File: src/rtl/comparator_pkg.sv
// Shared codes, state type and one-hot check for the comparator monitor.
package comparator_pkg;

    localparam logic [2:0] CMP_GREATER = 3'b100;
    localparam logic [2:0] CMP_EQUAL   = 3'b010;
    localparam logic [2:0] CMP_LESS    = 3'b001;

    typedef enum logic {
        IDLE,
        FILTER
    } state_t;

    function automatic logic is_valid_code(input logic [2:0] code);
        return (code == CMP_GREATER) || (code == CMP_EQUAL) || (code == CMP_LESS);
    endfunction

endpackage

File: src/rtl/sat_counter.sv
// Saturating event counter; clear takes priority over increment.
module sat_counter #(
    parameter int unsigned WIDTH = 4
) (
    input  logic             clock,
    input  logic             reset_n,
    input  logic             clear,
    input  logic             inc,
    output logic [WIDTH-1:0] count
);

    always_ff @(posedge clock or negedge reset_n) begin
        if (!reset_n) begin
            count <= '0;
        end else if (clear) begin
            count <= '0;
        end else if (inc && (count != '1)) begin
            count <= count + WIDTH'(1);
        end
    end

endmodule

File: src/rtl/comparator_monitor.sv
// Debounces the comparator's one-hot result, commits stable values and
// keeps per-category commit counts plus a sticky invalid-code flag.
module comparator_monitor
    import comparator_pkg::*;
#(
    parameter int unsigned STABLE_CYCLES = 4,
    parameter int unsigned COUNT_WIDTH   = 4
) (
    input  logic                   clock,
    input  logic                   reset_n,
    input  logic [2:0]             xyz_in,
    input  logic                   clear,
    output logic [2:0]             result,
    output logic                   result_valid,
    output logic                   change_pulse,
    output logic [COUNT_WIDTH-1:0] count_greater,
    output logic [COUNT_WIDTH-1:0] count_equal,
    output logic [COUNT_WIDTH-1:0] count_less,
    output logic                   invalid_flag
);

    localparam int unsigned    FW   = $clog2(STABLE_CYCLES) + 1;
    localparam logic [FW-1:0]  LAST = FW'(STABLE_CYCLES - 1);

    state_t        state, next_state;
    logic [2:0]    sample;
    logic [2:0]    candidate;
    logic [FW-1:0] filt_cnt;
    logic          primed;
    logic          sample_ok;
    logic          bad_sample;
    logic          load;
    logic          advance;
    logic          commit;

    assign sample_ok  = is_valid_code(sample);
    // The reset value of sample was never seen on xyz_in, so it is ignored
    // until the first real sample has been registered.
    assign bad_sample = primed && !sample_ok;

    always_ff @(posedge clock or negedge reset_n) begin
        if (!reset_n) begin
            state <= IDLE;
        end else begin
            state <= next_state;
        end
    end

    always_comb begin
        next_state = state;
        case (state)
            IDLE: begin
                if (primed && sample_ok && (sample != result)) begin
                    next_state = FILTER;
                end
            end
            FILTER: begin
                if (sample == candidate) begin
                    if (filt_cnt == LAST) begin
                        next_state = IDLE;
                    end
                end else if (!sample_ok || (sample == result)) begin
                    next_state = IDLE;
                end
            end
            default: next_state = IDLE;
        endcase
    end

    always_comb begin
        load    = 1'b0;
        advance = 1'b0;
        commit  = 1'b0;
        case (state)
            IDLE: begin
                load = primed && sample_ok && (sample != result);
            end
            FILTER: begin
                if (sample == candidate) begin
                    commit  = (filt_cnt == LAST);
                    advance = (filt_cnt != LAST);
                end else if (sample_ok && (sample != result)) begin
                    load = 1'b1;
                end
            end
            default: ;
        endcase
    end

    always_ff @(posedge clock or negedge reset_n) begin
        if (!reset_n) begin
            sample       <= '0;
            primed       <= 1'b0;
            candidate    <= '0;
            filt_cnt     <= '0;
            result       <= '0;
            result_valid <= 1'b0;
            change_pulse <= 1'b0;
            invalid_flag <= 1'b0;
        end else begin
            sample       <= xyz_in;
            primed       <= 1'b1;
            change_pulse <= commit;
            if (load) begin
                candidate <= sample;
                filt_cnt  <= FW'(1);
            end else if (advance) begin
                filt_cnt <= filt_cnt + FW'(1);
            end
            if (commit) begin
                result       <= candidate;
                result_valid <= 1'b1;
            end
            if (bad_sample) begin
                invalid_flag <= 1'b1;
            end else if (clear) begin
                invalid_flag <= 1'b0;
            end
        end
    end

    sat_counter #(.WIDTH(COUNT_WIDTH)) u_cnt_greater (
        .clock   (clock),
        .reset_n (reset_n),
        .clear   (clear),
        .inc     (commit && (candidate == CMP_GREATER)),
        .count   (count_greater)
    );

    sat_counter #(.WIDTH(COUNT_WIDTH)) u_cnt_equal (
        .clock   (clock),
        .reset_n (reset_n),
        .clear   (clear),
        .inc     (commit && (candidate == CMP_EQUAL)),
        .count   (count_equal)
    );

    sat_counter #(.WIDTH(COUNT_WIDTH)) u_cnt_less (
        .clock   (clock),
        .reset_n (reset_n),
        .clear   (clear),
        .inc     (commit && (candidate == CMP_LESS)),
        .count   (count_less)
    );

endmodule

File: config.mk
export PLATFORM = sky130hd
export DESIGN_NAME = comparator_monitor
export DESIGN_NICKNAME = d
export VERILOG_FILES = /design/src/rtl/comparator_pkg.sv /design/src/rtl/sat_counter.sv /design/src/rtl/comparator_monitor.sv
export SDC_FILE = /design/constraint.sdc
export NUM_CORES = 1
export LEC_CHECK = 0
export BUFFER_PORTS_ARGS = -buffer_cell sky130_fd_sc_hd__buf_2
export CELL_PAD_IN_SITES_DETAIL_PLACEMENT = 0
export CELL_PAD_IN_SITES_GLOBAL_PLACEMENT = 1
export CORE_MARGIN = 2
export CORE_UTILIZATION = 45
export CTS_BUF_LIST = sky130_fd_sc_hd__clkbuf_4
export DETAILED_ROUTE_END_ITERATION = 12
export HOLD_SLACK_MARGIN = 0.03
export PLACE_DENSITY_LB_ADDON = 0.2
export SLEW_MARGIN = 20
export SYNTH_ARGS = -nofsm -noshare
export SYNTH_HDL_FRONTEND = slang
export SYNTH_SLANG_ARGS = --single-unit
File: constraint.sdc
create_clock -name clock -period 2.5 [get_ports clock]
set_clock_uncertainty 0.1 [all_clocks]
set_input_delay 0 -clock clock [delete_from_list [all_inputs] [get_ports clock]]
set_output_delay 0 -clock clock [all_outputs]
set_load 0.01 [all_outputs]
==> results.tsv <==
stage	metric	value	unit
status	status	complete, no violations	
clock_tree	clk slew on worst S/H paths	0.09	ns
routing	DRT Wirelength	2.848	mm
sta	Finish-stage setup viols	0	
critical_path	CP endpoint kind	flip-flop	
floorplan	die area	3630	sq um
synth	Seq/Total Area, Yosys	0.5097	
min_path	Worst Hold Class	input pin to async pin	
sta	Final Max Slew Viols	0	
routing	number of DRC markers in iteration 0	56	
synth	main combinational cell family by area after synthesis	simple AND/OR/NAND/NOR gates	
clock_tree	CTS root buf	clkbuf_4	
critical_path	CP Class	flip-flop to flip-flop	
critical_path	Critical Path Max Stage Delay	0.51	ns
clock_tree	Clock Latency Late Sink	0.34	ns
global_routing	first-pass GRT wire length	4.899	mm
pwr	sw frac	0.3587	
sta	post-route setup TNS	0	ns
critical_path	Buf/Inv on CP	1	
routing	drt drc	0	
clock_tree	cts bufs inserted	5	
synth	post-synth cell types	33	
critical_path	Data arrival, critical path	2.31	ns
global_routing	antenna violations before repair	0	
synth	Avg Cell Area, Syn	10.55	sq um
critical_path	Max Fanout on Critical Path	16	
synth	EDFF count, synth	0	
finish	Area Overhead vs Synth	18.10	%
sta	final-report hold violation count	0	
pwr	peak supply drop	0.4125	mV
finish	Final nets	179	
synth	adder-cell share of the synthesized area	0.04394	
sta	Worst Tran Pin Value	0.6394	ns
finish	share of layout cells above drive strength 1	0.2500	
place	Final Wtd Congestion	0.7950	
routing	Post-DRT Antenna Nets	0	
sta	fin crit share	0.8558	
finish	Final Util	0.5554	
synth	Synth top area share	0.5097	
routing	Metal-1 WL	1.341	mm
sta	Slew headroom	0.5737	
pwr	Net Sw Power	0.0004658	W
routing	DR pass1 iterations	4	
pwr	Lkg Pwr	0.7791	nW
floorplan	Starting Density	0.4702	
global_routing	GRT overflow	0	
synth	leading post-synthesis cells by cell area	dfrtp_1 (51%), mux2_2 (5.5%), ha_1 (4.4%)	
synth	Post-Syn Instances	135	
routing	Vias	1151	
synth	count leader, synth	dfrtp_1	
critical_path	WP data required	2.67	ns
synth	asr flop ratio synth	1.000	
sta	Max Clk Rate	467.4	MHz
routing	Max Used Layer	met4	
pwr	sequential power share	0.494	
floorplan	FP Rows	20	
clock_tree	CTS HTree Levels	2	
routing	mean number of vias per cell	5.429	
synth	proportion of synthesized area in mux cells	0.06239	
global_routing	largest net degree at the start of global routing	30	
clock_tree	PostCTS Resize Cnt	0	
critical_path	most frequent CP cell	ha_1	
synth	post-synthesis compound-gate area fraction	0.1221	
floorplan	Core ar.	3028	sq um
synth	Post-Synth XOR/XNOR Area	0.03691	
synth	Warnings, synthesis	0	
clock_tree	Clock Path Buffers	2	
critical_path	ordered cell list for the critical path	ha_1 > ha_1 > nor3b_1 > nand4_1 > buf_4 > or4_1 > a21oi_1	
synth	largest area contributor in the netlist	dfrtp_1	
finish	Ant. Diodes	0	
sta	RSZ-0062 raised after global routing	no	
synth	Post-synth top cells	dfrtp_1 (29), o21ai_0 (12), a21oi_1 (10), nand3_1 (10), inv_1 (9)	
clock_tree	Clock Sinks	29	
floorplan	height of the die	60.25	um
clock_tree	CTS tree	yes	
pwr	PwrDens	772.2	nW/um^2
synth	simple-gate share of the synthesized area	0.1828	
routing	Routed wire per std cell	13.43	um
global_routing	vias in the first global route	1063	
pwr	Logic pwr share	0.293	
sta	fin crit period	2.139	ns
pwr	Clock Power Share	0.213	
synth	Mapped Nets	146	
synth	#FFs+latches synth	29	
global_routing	Total GRT Usage	0.1893	
critical_path	Slowest cell on crit path	or4_1	
routing	met2 wire len	1.289	mm
flow_run	max-cap viol count	0	
pwr	P_int	0.0008327	W
floorplan	# IOs	24	
floorplan	Die W	60.25	um
synth	Post-Syn Area	1424	sq um
critical_path	startpoint type of the worst setup path	flip-flop	
critical_path	Top delay family on crit path	simple AND/OR/NAND/NOR gates	
place	I/O Buffers	23	
synth	most common flop cell mapped by yosys	dfrtp_1	
routing	met3 WL	139	um
place	Final HPWL DP	2.018	mm
## kinds of logic after synthesis
| group | count (synthesis) |
|---|---|
| compound gates | 30 |
| buf+inv | 13 |
| other cells | 1 |
| xor+xnor | 6 |
| simple gates | 43 |
| mux | 8 |
| flops | 29 |
| fa+ha+maj | 5 |
## cells in the final DEF, fill, tap and decap left out, types with 2 or more instances in the layout
cell type      count
or4_1              4
o21ai_0           12
xnor2_1            3
nor3b_1            2
nor2b_1            3
inv_1              9
nand2_1            5
nand3_1           10
clkinv_1           2
buf_2             23
nor2_1             4
nor3_1             3
a21oi_1           10
o31ai_1            4
clkbuf_4           6
mux2_2             7
xor2_1             3
ha_1               5
or3_1              4
dfrtp_1           29
dlygate4sd3_1      5
nand4_1            2
## state kept, by name, summed over array words and instances (netlist names)
register             flops
candidate                3
change_pulse             1
filt_cnt                 3
invalid_flag             1
primed                   1
result                   3
result_valid             1
sample                   3
state                    1
u_cnt_equal.count        4
u_cnt_greater.count      4
u_cnt_less.count         4
## routing by layer
layer / global-route usage / up-vias
met2: 0.2826 / 30
met5: 0 / -
met3: 0.07143 / 10
met4: 0.08889 / 0
li1: - / 551
met1: 0.2408 / 560
## worst register-to-register path: stages, from the launching register on
cell and delay (ns):
dfrtp_1 0.38, ha_1 0.15, ha_1 0.23, nor3b_1 0.22, nand4_1 0.12, buf_4 0.20
or4_1 0.51, a21oi_1 0.15
## worst paths after layout
kind	from	to	slack, ns	depth (start not counted)
worst max-delay path	filt_cnt[0]	u_cnt_less.count[3]	0.36	7
worst min-delay path	reset_n	sample[0]	0.11	2
worst max register to register	filt_cnt[0]	u_cnt_less.count[3]	0.36	7
worst min register to register	result_valid	result_valid	0.37	1
max in group asynchronous	reset_n	candidate[1]	1.77	2
min in group clock	xyz_in[0]	sample[0]	0.20	2
## power by group through the flow
| stage | logic, W | clock network [W] | registers [W] |
|---|---|---|---|
| final | 0.000380 | 0.000276 | 0.000642 |
| after global routing | 0.000439 | 0.000306 | 0.000657 |
| after CTS | 0.000384 | 0.000279 | 0.000641 |
| after detailed placement | 0.000377 | 0 | 0.000649 |
| after global placement | 0.000370 | 0 | 0.000645 |
| after floorplan | 0.000264 | 0 | 0.000644 |
## final cells by class
class                           instances  area (sq um)
Timing Repair Buffer                   29         172.7
Clock buffer                            6         45.04
Inverter                               10         37.54
Fill cell                             272          1346
Tap cell                               44         55.05
Clock inverter                          1         3.754
Multi-Input combinational cell         93         641.9
Sequential cell                        29         725.7
## stage by stage
stage	std cells	total power (W)	hold WS [ns]	setup slack [ns]	cell area, sq um
2_1_floorplan	135	0.0009079	-0.3956	0.5956	1424
3_3_place_gp	200	0.001015	-0.04218	0.4541	1583
3_5_place_dp	200	0.001026	-0.03932	0.3725	1583
4_1_cts	212	0.001304	0.1281	0.3542	1682
5_1_grt	212	0.001403	0.1871	0.1727	1682
6_report	212	0.001298	0.1133	0.3606	1682
## repair_timing
item,4_1_cts,5_1_grt
buffers inserted,0,0
hold buffers,5,0
endpoints found under the hold margin,41,0
No activity file was read; power rests on OpenSTA's default activity.
